File: config.mk
export PLATFORM = sky130hd
export DESIGN_NAME = led_matrix_pwm_driver
export DESIGN_NICKNAME = d
export VERILOG_FILES = /design/src/rtl/led_matrix_pkg.sv /design/src/rtl/pin_sync_edge.sv /design/src/rtl/led_matrix_pwm_driver.sv
export SDC_FILE = /design/constraint.sdc
export NUM_CORES = 1
export LEC_CHECK = 0
export CAP_MARGIN = 0
export CORE_MARGIN = 2
export CORE_UTILIZATION = 35
export CTS_CLUSTER_SIZE = 12
export DETAILED_ROUTE_END_ITERATION = 6
export DONT_BUFFER_PORTS = 1
export MAX_ROUTING_LAYER = met4
export PLACE_DENSITY = 0.45
export SLEW_MARGIN = 20
export SYNTH_ARGS = -nofsm -noshare
export SYNTH_HDL_FRONTEND = slang
export SYNTH_SLANG_ARGS = --single-unit
File: constraint.sdc
create_clock -name i_clk -period 3 [get_ports i_clk]
set_input_delay 0.6 -clock i_clk [delete_from_list [all_inputs] [get_ports i_clk]]
set_output_delay 0.6 -clock i_clk [all_outputs]
set_load 0.02 [all_outputs]
File: src/rtl/led_matrix_pkg.sv
// rtl/led_matrix_pkg.sv - shared constants and helpers for the LED matrix PWM driver
package led_matrix_pkg;

  localparam int SYNC_STAGES = 2;

  // Width of a counter that must hold 0..n-1 (never narrower than 1 bit).
  function automatic int cnt_width(input int n);
    return (n <= 1) ? 1 : $clog2(n);
  endfunction

  // Bit offset of pixel (c, r) inside the shift chain / frame buffer.
  function automatic int pix_index(input int c, input int r, input int nrows, input int bpp);
    return (c * nrows + r) * bpp;
  endfunction

endpackage

File: src/rtl/pin_sync_edge.sv
// rtl/pin_sync_edge.sv - 2-FF pin synchroniser with optional rising-edge pulse
module pin_sync_edge
  import led_matrix_pkg::*;
#(
  parameter bit EDGE_DETECT = 1'b1
) (
  input  logic i_clk,
  input  logic i_reset,
  input  logic i_pin,
  output logic o_sync,
  output logic o_rise
);

  logic [SYNC_STAGES-1:0] r_sync;

  // Metastability chain: the pin enters at bit 0 and is used from the top bit.
  always_ff @(posedge i_clk) begin
    if (i_reset) r_sync <= '0;
    else         r_sync <= {r_sync[SYNC_STAGES-2:0], i_pin};
  end

  assign o_sync = r_sync[SYNC_STAGES-1];

  generate
    if (EDGE_DETECT) begin : g_edge
      logic r_prev;
      // Previous synced value, so a 0 -> 1 step yields a single-cycle pulse.
      always_ff @(posedge i_clk) begin
        if (i_reset) r_prev <= 1'b0;
        else         r_prev <= o_sync;
      end
      assign o_rise = o_sync & ~r_prev;
    end else begin : g_no_edge
      assign o_rise = 1'b0;
    end
  endgenerate

endmodule

File: src/rtl/led_matrix_pwm_driver.sv
// rtl/led_matrix_pwm_driver.sv - column-scan LED matrix driver with per-pixel PWM
module led_matrix_pwm_driver
  import led_matrix_pkg::*;
#(
  parameter int NROWS        = 8,
  parameter int NCOLS        = 8,
  parameter int BPP          = 2,
  parameter int COL_DWELL    = 18,
  parameter int BLANK_CYCLES = 2,
  parameter int SYNC_LATCH   = 1
) (
  input  logic             i_clk,
  input  logic             i_reset,
  input  logic             i_din,
  input  logic             i_dclk,
  input  logic             i_strobe,
  output logic [NROWS-1:0] o_row_out,
  output logic [NCOLS-1:0] o_col_sel,
  output logic             o_frame_start,
  output logic             o_latch_pending
);

  localparam int W       = NROWS * NCOLS * BPP;
  localparam int PHASE_W = cnt_width(COL_DWELL);
  localparam int COL_W   = cnt_width(NCOLS);
  localparam logic [PHASE_W-1:0] PHASE_LAST = PHASE_W'(COL_DWELL - 1);
  localparam logic [PHASE_W-1:0] BLANK_P    = PHASE_W'(BLANK_CYCLES);
  localparam logic [COL_W-1:0]   COL_LAST   = COL_W'(NCOLS - 1);

  generate
    if (BLANK_CYCLES >= COL_DWELL) begin : g_chk_blank
      $error("BLANK_CYCLES must be less than COL_DWELL");
    end
    if (((COL_DWELL - BLANK_CYCLES) % (1 << BPP)) != 0) begin : g_chk_pwm
      $error("active part of the dwell must be a multiple of 2**BPP");
    end
    if (NCOLS < 2 || BPP < 1) begin : g_chk_size
      $error("need NCOLS >= 2 and BPP >= 1");
    end
  endgenerate

  logic w_din_s, w_din_rise;
  logic w_dclk_s, w_dclk_rise;
  logic w_strobe_s, w_strobe_rise;

  pin_sync_edge #(.EDGE_DETECT(1'b0)) u_sync_din (
    .i_clk(i_clk), .i_reset(i_reset), .i_pin(i_din), .o_sync(w_din_s), .o_rise(w_din_rise)
  );
  pin_sync_edge #(.EDGE_DETECT(1'b1)) u_sync_dclk (
    .i_clk(i_clk), .i_reset(i_reset), .i_pin(i_dclk), .o_sync(w_dclk_s), .o_rise(w_dclk_rise)
  );
  pin_sync_edge #(.EDGE_DETECT(1'b1)) u_sync_strobe (
    .i_clk(i_clk), .i_reset(i_reset), .i_pin(i_strobe), .o_sync(w_strobe_s), .o_rise(w_strobe_rise)
  );

  logic [W-1:0]       r_chain, r_fbuf;
  logic [PHASE_W-1:0] r_phase;
  logic [COL_W-1:0]   r_col;
  logic               r_latch_pending, r_frame_start;
  logic [NROWS-1:0]   r_row_out;
  logic [NCOLS-1:0]   r_col_sel;

  logic w_phase_wrap, w_boundary, w_do_latch;
  assign w_phase_wrap = (r_phase == PHASE_LAST);
  assign w_boundary   = w_phase_wrap && (r_col == COL_LAST);
  // Deferred mode copies only on the frame wrap so a frame is never mixed;
  // immediate mode copies the cycle after the request is registered.
  assign w_do_latch   = (SYNC_LATCH != 0) ? (w_boundary && (r_latch_pending || w_strobe_rise))
                                          : r_latch_pending;

  // Scan position: phase within the column dwell, then column.
  always_ff @(posedge i_clk) begin
    if (i_reset) begin
      r_phase <= '0;
      r_col   <= '0;
    end else if (w_phase_wrap) begin
      r_phase <= '0;
      r_col   <= (r_col == COL_LAST) ? '0 : r_col + 1'b1;
    end else begin
      r_phase <= r_phase + 1'b1;
    end
  end

  // Serial shift chain, frame buffer copy and the pending-latch flag.
  always_ff @(posedge i_clk) begin
    if (i_reset) begin
      r_chain         <= '0;
      r_fbuf          <= '0;
      r_latch_pending <= 1'b0;
    end else begin
      if (w_dclk_rise) r_chain <= {r_chain[W-2:0], w_din_s};
      if (w_do_latch)  r_fbuf  <= r_chain;
      r_latch_pending <= w_do_latch ? 1'b0 : (r_latch_pending | w_strobe_rise);
    end
  end

  logic [PHASE_W-1:0] w_active;
  logic [BPP-1:0]     w_q;
  logic [NROWS-1:0]   w_row_next;
  logic [NCOLS-1:0]   w_col_next;

  // Drive for the current scan position: blanked lead-in, then PWM compare.
  always_comb begin
    w_row_next = '0;
    w_col_next = '0;
    w_active   = r_phase - BLANK_P;
    w_q        = w_active[BPP-1:0];
    if (r_phase >= BLANK_P) begin
      w_col_next[r_col] = 1'b1;
      for (int r = 0; r < NROWS; r++) begin
        w_row_next[r] = (r_fbuf[pix_index(int'(r_col), r, NROWS, BPP) +: BPP] > w_q);
      end
    end
  end

  // Registered pin drive and frame marker, one clock behind the counters.
  always_ff @(posedge i_clk) begin
    if (i_reset) begin
      r_row_out     <= '0;
      r_col_sel     <= '0;
      r_frame_start <= 1'b0;
    end else begin
      r_row_out     <= w_row_next;
      r_col_sel     <= w_col_next;
      r_frame_start <= w_boundary;
    end
  end

  assign o_row_out       = r_row_out;
  assign o_col_sel       = r_col_sel;
  assign o_frame_start   = r_frame_start;
  assign o_latch_pending = r_latch_pending;

endmodule
==> impl_metrics.csv, run 1 <==
group,metric,value,unit
worst_setup_path,cp_data_arrival_time,2.74,ns
logic_synthesis,synth_seq_cells,290,
cells_and_area,fin_util,39.27,%
cells_and_area,drive_gt1_share,8.259,%
timing,finalSetupViolations,0,
logic_synthesis,syn_avg_cell_area,9.292,um^2
cts,hold_buffers,0,
cells_and_area,nets,1346,
cts,cts_resized,0,
power,vdd_drop_max,276.0,uV
worst_setup_path,reg2reg_to,"o_row_out[3]",
drt,vias_per_cell,4.840,
timing,finClkSkew,0.01802,ns
die,die_height,194.7,um
flow_run,cap_violations,0,
worst_setup_path,cp_max_fo,21,
logic_synthesis,yosysWarningCount,0,
cells_and_area,syn_to_final_growth,9.996,%
cts,insertion_delay,0.52,ns
drt,drtPass1Iterations,4,
hold_path,min-delay-start,"i_reset",
logic_synthesis,ys_seq_area_share,45.61,%
timing,holdWs,0.2079,ns
cells_and_area,antenna_cells,0,
timing,hold_violations,0,
worst_setup_path,endpoint_kind,"flip-flop",
worst_setup_path,required,3.36,ns
timing,timing.final.ws_setup,0.6215,ns
timing,slew_headroom,43.58,%
timing,fin_tns_setup,0,ns
cts,cts_setup_buffers,0,
logic_synthesis,synth_edf_count,0,
global_route,track_usage,17.06,%
status,status,"finished, final reports clean",
cts,cts_buffers,35,
die,core_area,35660,um^2
worst_setup_path,startpoint_type,"flip-flop",
cts,cts_tree,"done",
hold_path,hold_depth,1,
global_route,grt_pass1_wl,49660,um
worst_setup_path,path_class,"reg2reg",
cts,clkSlewWorstSetupHoldPaths,0.06,ns
drt,routedWlPerCell,17.12,um
cells_and_area,layout_commonest_cell,"dfxtp_1",
timing,fmax,420.4,MHz
worst_setup_path,r2r_setup_slack,0.62,ns
drt,ant_nets,0,
worst_setup_path,ff2ff_path_depth,7,
global_route,grt_antenna_before_repair,0,
logic_synthesis,synthCells,1370,
hold_path,hp-class,"in2reg",
global_route,grt_overflow_total,0,
timing,period_share,79.28,%
worst_setup_path,setup.worst_path.start,"r_col[0]",
place,io_buffers,0,
die,chipWidth,194.7,um
cts,cts-htree-levels,2,
power,p_per_area,578.1,nW/um^2
power,p_leak,0.004348,uW
global_route,grt_max_degree,405,
cts,cts_num_sinks,290,
logic_synthesis,synth-async-reset-ratio,0,%
logic_synthesis,syn_nets,1396,
logic_synthesis,synth_cell_types,47,
die,initial_core_util,35.70,%
cells_and_area,final_cell_mix,"dfxtp_1 (287), nand2_1 (267), nand2b_1 (259)",
worst_setup_path,reg2reg_from,"r_col[0]",
hold_path,hold_end,"r_phase[2]",
drt,drtIter0Drc,574,
die,die_area,37910,um^2
timing,finalMaxSlewViolations,0,
drt,drc_errors,0,
timing,worst_pin_slew,0.8463,ns
die,std_cell_rows,69,
die,io_pins,23,
logic_synthesis,yosys_most_used_dff,"dfxtp_1",
timing,period_needed,2.378,ns
global_route,grt_pass1_vias,8553,
place,gp_congestion,0.6981,
cts,cts_root_buffer,"clkbuf_16",
cts,cts_buffer_depth,3,
logic_synthesis,synth_area,12730,um^2
place,place_hpwl,18850,um
drt,via_count,8736,
timing,rsz0062_at_grt,"false",
drt,finalWirelength,30910,um
place,dp_slack,0.5823,ns
==> power by group <==
group / internal [uW] / total, uW / switching, uW
clock network: 2380 / 4020 / 1650
logic: 86.3 / 187 / 101
registers: 3870 / 3890 / 20.7
==> cells in the mapped netlist (6+ instances only) <==
cell type | n | area (um^2)
dfxtp_1 | 290 | 5806
nand2b_1 | 260 | 1627
mux4_2 | 14 | 315.3
mux2_2 | 10 | 112.6
nor2_1 | 9 | 33.78
a211oi_1 | 8 | 60.06
clkbuf_1 | 68 | 255.2
a21oi_1 | 149 | 745.7
buf_12 | 13 | 260.3
inv_1 | 12 | 45.04
buf_1 | 7 | 26.28
buf_4 | 7 | 52.55
nand3_1 | 6 | 30.03
ha_1 | 21 | 262.8
nor3_1 | 10 | 50.05
mux2i_1 | 141 | 1411
buf_2 | 9 | 45.04
nand2_1 | 267 | 1002
nor2b_1 | 12 | 75.07
nand3b_1 | 6 | 45.04
==> worst max-delay path by stage <==
stage                               to  slack (ns)  depth (start not counted)
final                     o_row_out[3]        0.62                          7
after global routing      o_row_out[0]        0.45                          6
after CTS                 o_row_out[3]        0.58                          7
after detailed placement  o_row_out[3]        0.58                          7
after global placement    o_row_out[3]        0.64                          7
after floorplan           o_row_out[6]        0.98                          7
==> worst max-delay path, cell delays in order, from the launching register on <==
cell and delay (ns):
dfxtp_2 0.69, buf_12 0.24, mux2_1 0.33, a221o_1 0.29
a22o_1 0.21, ha_1 0.28, a21oi_1 0.13, a211oi_1 0.05
==> routing by layer <==
metal / track usage (%) / routed length, um / share of wire, % / vias to the layer above
met5: - / 0 / 0 / -
met4: 4.274 / 514 / 1.7 / 0
met3: 2.620 / 841 / 2.7 / 40
met2: 25.10 / 13360 / 43 / 79
met1: 24.37 / 16200 / 52 / 4159
li1: - / - / - / 4458
==> stage by stage <==
| step | area (um^2) | instances | power (uW) |
|---|---|---|---|
| 2_1_floorplan | 12730 | 1370 | 4160 |
| 3_3_place_gp | 12920 | 1744 | 4159 |
| 3_5_place_dp | 12920 | 1744 | 4161 |
| 4_1_cts | 14000 | 1805 | 8231 |
| 5_1_grt | 14000 | 1805 | 8415 |
| 6_report | 14000 | 1805 | 8094 |
==> kinds of logic after synthesis <==
group / after synthesis / share of synthesized area [%]
adders and majority gates: 21 / 2.064
AOI/OAI and AO/OA: 189 / 8.561
muxes: 166 / 14.54
buffers and inverters: 119 / 5.583
xor gates and xnor gates: 2 / 0.1376
DFF: 290 / 45.61
and+or+nand+nor: 583 / 23.51
==> area by class of cell <==
type	count	area, um^2
repair buffers	19	255.2
well taps	461	576.8
multi-input cells	961	6228
inverters	13	48.80
clock inverters	11	58.81
fillers	3594	21650
flip-flops and latches	290	5809
clock buffers	50	1025
==> flip-flops by register name (all words and copies together), names as in the netlist <==
name	flops
o_row_out	8
r_chain	128
r_col	3
o_frame_start	1
u_sync_dclk.g_edge.r_prev	1
u_sync_strobe.r_sync	2
o_latch_pending	1
u_sync_strobe.g_edge.r_prev	1
o_col_sel	8
u_sync_dclk.r_sync	2
r_fbuf	128
u_sync_din.r_sync	2
r_phase	5
No activity file was read; power rests on OpenSTA's default activity.
==> run 2: changes to the inputs <==
--- a/config.mk
+++ b/config.mk
@@ -12,7 +12,7 @@
 export DETAILED_ROUTE_END_ITERATION = 6
 export DONT_BUFFER_PORTS = 1
 export MAX_ROUTING_LAYER = met4
-export PLACE_DENSITY = 0.45
+export PLACE_DENSITY = 0.47
 export SLEW_MARGIN = 20
 export SYNTH_ARGS = -nofsm -noshare
 export SYNTH_HDL_FRONTEND = slang
==> constraint.sdc (replaced) <==
create_clock -name i_clk -period 2.04 [get_ports i_clk]
set_input_delay 0.408 -clock i_clk [delete_from_list [all_inputs] [get_ports i_clk]]
set_output_delay 0.408 -clock i_clk [all_outputs]
set_load 0.02 [all_outputs]
==> impl_metrics.csv, run 2 (synthesized netlist as in run 1, its figures left out) <==
group,metric,value,unit
die,core_area,35660,um^2
power,p_per_area,816.0,nW/um^2
die,io_pins,23,
drt,via_count,9048,
timing,finalMaxSlewViolations,0,
worst_setup_path,required,2.46,ns
worst_setup_path,path_class,"reg2reg",
timing,period_share,96.96,%
global_route,grt_overflow_total,0,
global_route,grt_use_met3,3.002,%
power,vdd_drop_max,364.4,uV
worst_setup_path,reg2reg_from,"r_col[1]",
cells_and_area,antenna_cells,0,
die,std_cell_rows,69,
cells_and_area,final_cell_mix,"dfxtp_1 (287), nand2_1 (267), nand2b_1 (259)",
power,clock_power_share,49.9,%
worst_setup_path,startpoint_type,"flip-flop",
drt,vias_per_cell,4.849,
cells_and_area,fin_util,41.66,%
power,comb_power_share,3.1,%
timing,slew_headroom,31.19,%
timing,fin_tns_setup,0,ns
worst_setup_path,setup.worst_path.start,"r_col[1]",
power,netSwitchingPower,2722,uW
power,power,12120,uW
die,chipWidth,194.7,um
drt,drc_errors,0,
worst_setup_path,cp_cell_sequence,"buf_4 > mux4_2 > mux2_2 > ha_1 > a21oi_1 > a211oi_2",
power,netSwitchingFraction,22.46,%
place,io_buffers,0,
cells_and_area,syn_to_final_growth,16.70,%
timing,hold_violations,0,
cells_and_area,drive_gt1_share,13.10,%
timing,finalSetupViolations,0,
die,die_area,37910,um^2
global_route,met1_usage,24.00,%
power,p_leak,0.004734,uW
global_route,grt_antenna_before_repair,0,
drt,finalWirelength,33080,um
drt,routedWlPerCell,17.73,um
cts,cts-htree-levels,2,
power,power_frac_seq,47.1,%
worst_setup_path,cp_max_fo,7,
cells_and_area,top_regs,"r_chain: 128 flops, r_fbuf: 128 flops",
hold_path,min-delay-start,"i_strobe",
timing,period_needed,1.978,ns
worst_setup_path,max_stage_delay,0.48,ns
cts,cts_buffer_depth,3,
drt,ant_nets,0,
status,status,"finished, final reports clean",
cts,cts_buffers,35,
worst_setup_path,cp_data_arrival_time,2.40,ns
cts,insertion_delay,0.54,ns
cts,cts_root_buffer,"clkbuf_16",
die,initial_core_util,35.70,%
timing,worst_pin_slew,1.029,ns
hold_path,hp-class,"in2reg",
power,p_int,9400,uW
place,place_hpwl,19410,um
timing,finClkSkew,0.02424,ns
global_route,grt_max_degree,329,
timing,rsz0062_at_grt,"true",
global_route,grt_pass1_wl,51650,um
worst_setup_path,endpoint_kind,"flip-flop",
drt,drtIter0Drc,539,
cells_and_area,layout_commonest_cell,"dfxtp_1",
cts,cts_num_sinks,290,
cts,clkSlewWorstSetupHoldPaths,0.06,ns
timing,fmax,505.6,MHz
cts,cts_tree,"done",
place,gp_congestion,0.7451,
drt,drtPass1Iterations,5,
cells_and_area,nets,1406,
flow_run,cap_violations,0,
global_route,grt-busiest-layer,"met2",
die,die_height,194.7,um
global_route,track_usage,17.77,%
worst_setup_path,cp_slowest_cell,"mux4_2",
global_route,grt_pass1_vias,8895,
global_route,met2_usage,27.80,%
-- run 2: power by group through the flow --
stage	logic (uW)	registers, uW	clock network, uW
after global placement	297	5830	0
final	372	5710	6040
after CTS	351	5710	6210
after floorplan	283	5830	0
after detailed placement	297	5830	0
after global routing	402	5710	6460
-- run 2: worst paths after layout --
path              slack (ns)  cells after the start                       to
setup reg to reg        0.06                      6             o_row_out[1]
hold / removal          0.02                      1  u_sync_strobe.r_sync[0]
setup / recovery        0.06                      6             o_row_out[1]
hold reg to reg         0.44                      1     u_sync_din.r_sync[1]
-- run 2: metal layers --
layer  wire (um)  vias to the layer above
li1            -                     4583
met1       16320                     4330
met2       15150                       94
met3        1049                       41
met4         561                        0
met5           0                        -
-- run 2: repair_timing --
item                       4_1_cts  5_1_grt
hold buffers                     7        0
resized for setup                2       26
gates cloned                     0        6
setup endpoints to repair        4       51
pin swaps                        0        3
hold endpoints to repair        19        0
buffers inserted                 1       12
-- run 2: area by class of cell --
class                           instances  area (um^2)
Clock buffer                           49        998.5
Tap cell                              461        576.8
Fill cell                            3584        20800
Multi-Input combinational cell        961         6326
Sequential cell                       290         5814
Inverter                               13        48.80
Clock inverter                         13        106.4
Timing Repair Buffer                   79        984.7
-- run 2: critical path: cells and delay by family, from the launching register on --
family	cells	cell delay, ns
muxes	2	0.75
DFF	1	0.43
adders and majority gates	1	0.31
AOI/OAI and AO/OA	2	0.23
buffers and inverters	1	0.16
-- run 2: metrics by stage --
step / cell area (um^2) / hold slack, ns / cells / worst slack [ns]
CTS: 14460 / 0.002556 / 1848 / 0.005945
finish: 14860 / 0.01802 / 1866 / 0.06199
floorplan: 12730 / 0.4138 / 1370 / 0.01562
detailed placement: 13260 / 0.4204 / 1778 / -0.03548
global route: 14860 / -0.002419 / 1866 / -0.04320
global placement: 13260 / 0.4177 / 1778 / 0.03524
==> run 3: changes to the inputs <==
==> constraint.sdc (replaced) <==
create_clock -name i_clk -period 2.04 [get_ports i_clk]
set_input_delay 0.204 -clock i_clk [delete_from_list [all_inputs] [get_ports i_clk]]
set_output_delay 0.204 -clock i_clk [all_outputs]
set_load 0.02 [all_outputs]
==> impl_metrics.csv, run 3 (synthesized netlist as in run 1, its figures left out) <==
group,metric,value,unit
cts,cts-htree-levels,2,
power,vdd_drop_max,366.0,uV
timing,worst_pin_slew,0.5686,ns
worst_setup_path,cp_cell_sequence,"buf_12 > mux2_4 > a221o_1 > a22o_1 > ha_4 > a21oi_2 > a211oi_2",
worst_setup_path,ff2ff_path_depth,7,
timing,slew_headroom,62.09,%
global_route,track_usage,19.12,%
die,initial_core_util,35.70,%
place,gp_congestion,0.7451,
die,io_pins,23,
timing,finalSetupViolations,0,
worst_setup_path,path_class,"reg2reg",
worst_setup_path,crit_family,"compound AO/OA/AOI/OAI gates",
cells_and_area,syn_to_final_growth,34.97,%
die,core_area,35660,um^2
worst_setup_path,r2r_setup_slack,0.06,ns
timing,rsz0062_at_grt,"true",
cts,insertion_delay,0.53,ns
worst_setup_path,reg2reg_to,"o_row_out[3]",
worst_setup_path,required,2.48,ns
timing,period_share,96.87,%
timing,fmax,506.0,MHz
global_route,grt_max_degree,238,
drt,vias_per_cell,4.831,
status,status,"finished, final reports clean",
timing,timing.final.ws_setup,0.06387,ns
worst_setup_path,cp_num_buf_inv,1,
flow_run,cap_violations,0,
cells_and_area,final_cell_mix,"dfxtp_1 (287), nand2_1 (267), nand2b_1 (259)",
cells_and_area,fin_util,48.19,%
cts,cts_root_buffer,"clkbuf_16",
global_route,grt_pass1_vias,10370,
drt,via_count,10140,
drt,drtPass1Iterations,4,
hold_path,hold_end,"o_row_out[3]",
global_route,grt_antenna_before_repair,0,
timing,finalMaxSlewViolations,0,
worst_setup_path,cp_slowest_cell,"dfxtp_4",
worst_setup_path,reg2reg_from,"r_col[0]",
global_route,grt_pass1_wl,56720,um
hold_path,hp-class,"in2reg",
timing,period_needed,1.976,ns
die,die_area,37910,um^2
cts,cts_num_sinks,290,
cells_and_area,nFillCells,3474,
drt,ant_nets,0,
cells_and_area,antenna_cells,0,
die,std_cell_rows,69,
global_route,grt_overflow_total,0,
cts,cts_buffer_depth,3,
cells_and_area,nets,1639,
hold_path,hold_depth,3,
drt,drtIter0Drc,452,
worst_setup_path,max_stage_delay,0.38,ns
power,p_per_area,707.1,nW/um^2
cts,cts_tree,"done",
cells_and_area,drive_gt1_share,11.48,%
cts,clkSlewWorstSetupHoldPaths,0.06,ns
cts,cts_buffers,35,
timing,finClkSkew,0.02338,ns
worst_setup_path,startpoint_type,"flip-flop",
worst_setup_path,endpoint_kind,"flip-flop",
cells_and_area,layout_commonest_cell,"dfxtp_1",
cells_and_area,top_regs,"r_chain: 128 flops, r_fbuf: 128 flops",
hold_path,min-delay-start,"i_reset",
drt,finalWirelength,35350,um
place,io_buffers,0,
place,dp_slack,-0.03548,ns
worst_setup_path,cp_max_fo,9,
power,p_leak,0.005849,uW
worst_setup_path,cp_data_arrival_time,2.42,ns
place,place_hpwl,19410,um
timing,fin_tns_setup,0,ns
die,die_height,194.7,um
die,chipWidth,194.7,um
drt,routedWlPerCell,16.84,um
timing,hold_violations,0,
drt,drc_errors,0,
run 3: cell types whose count changed in the layout (fill, tap and decap cells not counted), sizes merged:
cell,before,now
buf,67,70
dlygate4sd3,6,236
run 3: power by group:
| group | leakage [uW] | switching (uW) | internal, uW |
|---|---|---|---|
| sequential | 0.00234 | 24.3 | 5680 |
| combinational | 0.00296 | 215 | 180 |
| clock | 0.000545 | 2490 | 3550 |
| total | 0.00585 | 2730 | 9420 |
run 3: cell type report:
cell class,count,area (um^2),share of cell area [%]
Multi-Input combinational cell,961,6329,36.83
Sequential cell,290,5814,33.84
Timing Repair Buffer,312,3308,19.25
Clock buffer,49,998.5,5.811
Tap cell,461,576.8,3.357
Clock inverter,13,106.4,0.6190
Inverter,13,48.80,0.2840
run 3: worst register-to-register path: stages, from the launching register on:
cell	delay (ns)
dfxtp_4	0.38
buf_12	0.14
mux2_4	0.30
a221o_1	0.29
a22o_1	0.27
ha_4	0.29
a21oi_2	0.05
a211oi_2	0.18
run 3: metrics by stage:
step / cell area, um^2 / cells / hold slack, ns / power [uW]
after CTS: 16770 / 2078 / 0.05713 / 12280
after floorplan: 12730 / 1370 / 0.3322 / 6118
final: 17180 / 2099 / 0.1479 / 12150
after global placement: 13260 / 1778 / 0.3106 / 6131
after detailed placement: 13260 / 1778 / 0.3196 / 6131
after global routing: 17180 / 2099 / 0.1277 / 12590
run 3: layer usage:
metal | routed length [um] | track usage, % | vias to the layer above
met5 | 0 | - | -
met4 | 584 | 4.302 | 0
met3 | 1025 | 3.054 | 43
met2 | 16960 | 31.14 | 90
met1 | 16770 | 24.97 | 4966
li1 | - | - | 5041
run 3: how the worst max path moves through the flow:
stage                        start           end  slack, ns  cells past startpoint
after global placement    r_col[1]  o_row_out[5]       0.04                      6
after global routing      r_col[0]  o_row_out[3]      -0.02                      7
after CTS                 r_col[1]  o_row_out[2]      0.006                      5
after detailed placement  r_col[1]  o_row_out[2]      -0.04                      5
after floorplan           r_col[0]  o_row_out[6]       0.02                      7
final                     r_col[0]  o_row_out[3]       0.06                      7
run 3: timing repair:
action | in CTS | in global routing
gates resized for setup | 2 | 28
setup buffers | 1 | 15
pin swaps | 0 | 3
setup endpoints to repair | 4 | 65
cloned | 0 | 6
hold endpoints to repair | 274 | 0
hold buffers | 237 | 0
==> RTL change 1 (settings of run 1) <==
Set the parameter `SYNC_LATCH` to 0 (it was 1).
--- a/src/rtl/led_matrix_pwm_driver.sv
+++ b/src/rtl/led_matrix_pwm_driver.sv
@@ -8,5 +8,5 @@
   parameter int COL_DWELL    = 18,
   parameter int BLANK_CYCLES = 2,
-  parameter int SYNC_LATCH   = 1
+  parameter int SYNC_LATCH   = 0
 ) (
   input  logic             i_clk,
Function: no difference found for any inputs over 4 cycles, from zero or initial values and one cycle with i_reset high; that may be too few to reach the edited logic, so the function may still have changed.
==> RTL change 1 against run 1 <==
Non-clock buffer count is 1 higher. Sequential cell count stayed put. Worst setup slack better by 0.058 ns. Synthesized area is 12% lower. Design area is 9.3% lower. Wire length is 16% lower. Power is 2.1% higher. Hold slack worse by 0.036 ns. Largest power group unchanged. Highest routed layer unchanged.
==> RTL change 1: results (changes against run 1) <==
Adder-Cell Fraction of Synth Area=2.34% (+0.28 points); Post-DP HPWL=15.0 mm (-21%); Worst Path Max Fanout=22 (+4.8%); Internal=0.00658 W (+4.0%); worst hold path class=in -> reg; H-Tree Depth=2 (unchanged); dpl cells=1495 (-14%); Crit Reg-Reg Startpoint=r_col[1]$_SDFFE_PP0N_; largest net degree at the start of global routing=275 (-32%); top cells by area, synth=dfxtp_1, mux2i_1, nand2_1; drt total wl=25.9 mm (-16%); post-synthesis xor/xnor area fraction=0.156% (+0.018 points); post-synthesis sequential area ratio=51.7% (+6.1 points); synth cell count leaders=dfxtp_1, nand2_1, a21oi_1, mux2i_1, nor2_1; vias in the first global route=7595 (-11%); fillers=3159 (-12%); Synth cell types=32 (-32%); Root Driver=clkbuf_16; status=completed; buffer count from post-CTS setup fixing=0 (unchanged); Final Net Count=1155 (-14%); Setup WS pre-CTS=0.601 ns (+0.0187 ns); drt wl/cell=16.7 um (-2.6%); relative slew slack=44.7% (+1.2 points); Global Route Usage Sum=16.4% (-0.69 points); Max IR drop VDD=296 uV (+7.4%); Max Cap Viol=0 (unchanged); Mapped Cells=1161 (-15%); number of CTS-inserted buffers=34 (-2.9%); leakage=4.31 nW (-0.78%); clk_skew=0.0167 ns (-0.00136 ns); first-pass GRT wire length=42.4 mm (-15%); DR iter-0 viols=408 (-29%); final RePlAce weighted congestion=0.693 (-0.79%); Worst Path Arrival=2.66 ns (-0.08 ns); multiplexer area fraction after synthesis=20.1% (+5.6 points); layout cells sized above 1=8.27% (+0.0091 points)
-- RTL change 1: changes by cell type after synthesis, sizes merged, moves of 5 or more --
cell    before  now
or3b         5    0
clkbuf      68   53
nand3b       6    1
a21oi      149  139
a221o        5    0
nor2         9  134
nand2b     260    3
nand2      267  259
mux4        14   32
-- RTL change 1: stage by stage --
stage                     instance area [um^2]  power (W)  hold WS [ns]  util, %
after floorplan                          11200    0.00413         0.372        -
final                                    12700    0.00826         0.172     40.2
after global placement                   11600    0.00415         0.366     36.6
after CTS                                12700    0.00842         0.163     40.2
after global routing                     12700    0.00859         0.152     40.2
after detailed placement                 11600    0.00415         0.376     36.6
-- RTL change 1: power by group through the flow --
stage               registers (W)  logic (W)  clock network [W]
floorplan                 0.00397   0.000165                  0
global placement          0.00397   0.000179                  0
detailed placement        0.00397   0.000180                  0
CTS                       0.00388   0.000180            0.00436
global route              0.00388   0.000192            0.00451
finish                    0.00389   0.000174            0.00420
-- RTL change 1: final timing paths --
kind                                end  slack, ns  depth (start not counted)
min reg2reg  o_latch_pending$_SDFF_PP0_       0.38                          1
min               r_phase[2]$_SDFF_PP0_       0.17                          1
max             o_row_out[0]$_SDFF_PP0_       0.68                          6
max reg2reg     o_row_out[0]$_SDFF_PP0_       0.68                          6
-- RTL change 1: logic make-up after synthesis --
kind of cell	after synthesis
AOI/OAI and AO/OA	149
buffers and inverters	98
DFF	290
muxes	178
and+or+nand+nor	423
adders and majority gates	21
xor gates and xnor gates	2
-- RTL change 1: critical path, stage by stage (launching register included) --
cell	delay (ns)
dfxtp_2	0.75
buf_4	0.32
mux4_1	0.31
mux2_2	0.28
ha_1	0.29
a21oi_1	0.13
a211oi_1	0.06
-- RTL change 1: area by class of cell --
class,instances,area share (%)
clock inverters,4,0.749
multi-input cells,773,39.4
repair buffers,20,1.58
well taps,402,3.96
clock buffers,52,8.29
flip-flops and latches,290,45.8
inverters,10,0.296
-- RTL change 1: per-layer routing --
layer / vias to the layer above / track usage, % / share of wire, %
met5: - / - / 0
met4: 0 / 4.26 / 1.8
met2: 87 / 25.3 / 45
met1: 3656 / 22.3 / 50
met3: 37 / 2.82 / 3.3
li1: 3860 / - / -
==> RTL change 2 (config.mk and constraints of run 1) <==
Without the edit above. Add an input register stage for `i_din`; this delays it by one clock. The other inputs are not delayed to match.
--- a/src/rtl/led_matrix_pwm_driver.sv
+++ b/src/rtl/led_matrix_pwm_driver.sv
@@ -28,4 +28,10 @@
   localparam logic [COL_W-1:0]   COL_LAST   = COL_W'(NCOLS - 1);
 
+  logic i_din_q;
+
+  always_ff @(posedge i_clk) begin
+    i_din_q <= i_din;
+  end
+
   generate
     if (BLANK_CYCLES >= COL_DWELL) begin : g_chk_blank
@@ -45,5 +51,5 @@
 
   pin_sync_edge #(.EDGE_DETECT(1'b0)) u_sync_din (
-    .i_clk(i_clk), .i_reset(i_reset), .i_pin(i_din), .o_sync(w_din_s), .o_rise(w_din_rise)
+    .i_clk(i_clk), .i_reset(i_reset), .i_pin(i_din_q), .o_sync(w_din_s), .o_rise(w_din_rise)
   );
   pin_sync_edge #(.EDGE_DETECT(1'b1)) u_sync_dclk (
Check against the original RTL: same outputs for any inputs over 4 cycles, from zero or initial values and one cycle with i_reset high; that may be too few to reach the edited logic, so the function may still have changed.
==> RTL change 2 against run 1 <==
Power is 2.0% higher. Synthesized area grew 0.16%. Sequential cell count grew 1. Design area is 0.96% higher. Wire length shrank 3.5%. Sequential power barely moved. Hold slack got worse by 0.086 ns. Worst setup slack lost 0.045 ns.
==> RTL change 2: results (changes against run 1) <==
Setup WS pre-CTS=0.550 ns (-0.0322 ns); layout cells sized above 1=8.52% (+0.27 points); top cells by area, synth=dfxtp_1, nand2b_1, mux2i_1; Synth cell types=47 (unchanged); WHS Path Cells=0 (-1); P_sw=0.00172 W (-2.5%); vias=8699 (-0.42%); multiplexer area fraction after synthesis=14.5% (-0.023 points); Worst Path Max Fanout=28 (+33%); Crit-path slowest cell=dfxtp_2; final RePlAce weighted congestion=0.716 (+2.6%); Max IR drop VDD=276 uV (-0.17%); Synth Area in Compound Gates=8.55% (-0.013 points); post-synthesis sequential area ratio=45.7% (+0.085 points); fillers=3610 (+0.45%); worst-margin pin slew=0.974 ns (+0.128 ns); number of CTS-inserted buffers=36 (+2.9%); Crit Reg-Reg Startpoint=r_col[0]$_SDFFE_PP0N_; worst hold path class=in -> reg; Initial DRT Pass Iterations=4 (unchanged); Main synth FF type=dfxtp_1; drt wl/cell=16.5 um (-3.7%); clk_skew=0.0140 ns (-0.00400 ns); Worst Path Arrival=2.80 ns (+0.06 ns); CP peak stage delay=0.56 ns (-0.13 ns); status=completed; Comb pwr share=2.3% (about the same); Adder-Cell Fraction of Synth Area=2.06% (-0.0032 points); sw frac=20.9% (-0.95 points); r2r setup slk=0.58 ns (-0.04 ns); Global Route Usage Sum=16.2% (-0.84 points); synth cell count leaders=dfxtp_1, nand2_1, nand2b_1, a21oi_1, mux2i_1; Hold Startpoint=i_din; main combinational cell family by area after synthesis=simple AND/OR/NAND/NOR gates; vias in the first global route=8551 (-0.023%); delay-heaviest family, CP=compound AO/OA/AOI/OAI gates; FMAX=413 MHz (-1.8%); placed cell area=0.0130 mm^2 (+0.58%); DR iter-0 viols=483 (-16%); Setup crit end=o_row_out[7]$_SDFF_PP0_; leakage=4.41 nW (+1.3%); largest net degree at the start of global routing=405 (unchanged); Post-DP HPWL=17.9 mm (-4.9%); Synth Net Count=1397 (+0.072%); Skew-Pair Late Insertion Delay=0.50 ns (-0.02 ns); post-synthesis xor/xnor area fraction=0.137% (-0.00022 points); R2R depth=6 (-1); Hold Path End=i_din_q$_DFF_P_; clock group total power=0.00416 W (+3%); first-pass GRT wire length=48.2 mm (-3.0%); CTS max path bufs=3 (unchanged)
## RTL change 2: cell count changes after synthesis
cell,delta
dfxtp_1,+1
## RTL change 2: layer usage
metal / up-vias / share of wire, % / global-route usage, %
met1: 4126 / 50 / 22.2
met3: 42 / 2.6 / 2.57
li1: 4470 / - / -
met5: - / 0 / -
met2: 61 / 45 / 25.3
met4: 0 / 1.6 / 3.45
## RTL change 2: cell type report
type                    instances  area share, %
well taps                     461           4.08
flip-flops and latches        291           41.2
repair buffers                 23           2.20
clock inverters                 7          0.443
clock buffers                  54           7.64
inverters                      13          0.345
multi-input cells             961           44.1
## RTL change 2: through the flow
| step | hold WS [ns] | instances | util (%) |
|---|---|---|---|
| global placement | 0.419 | 1749 | 36.4 |
| finish | 0.122 | 1810 | 39.6 |
| global route | 0.105 | 1810 | 39.6 |
| CTS | 0.101 | 1810 | 39.6 |
| detailed placement | 0.420 | 1749 | 36.4 |
| floorplan | 0.414 | 1371 | - |
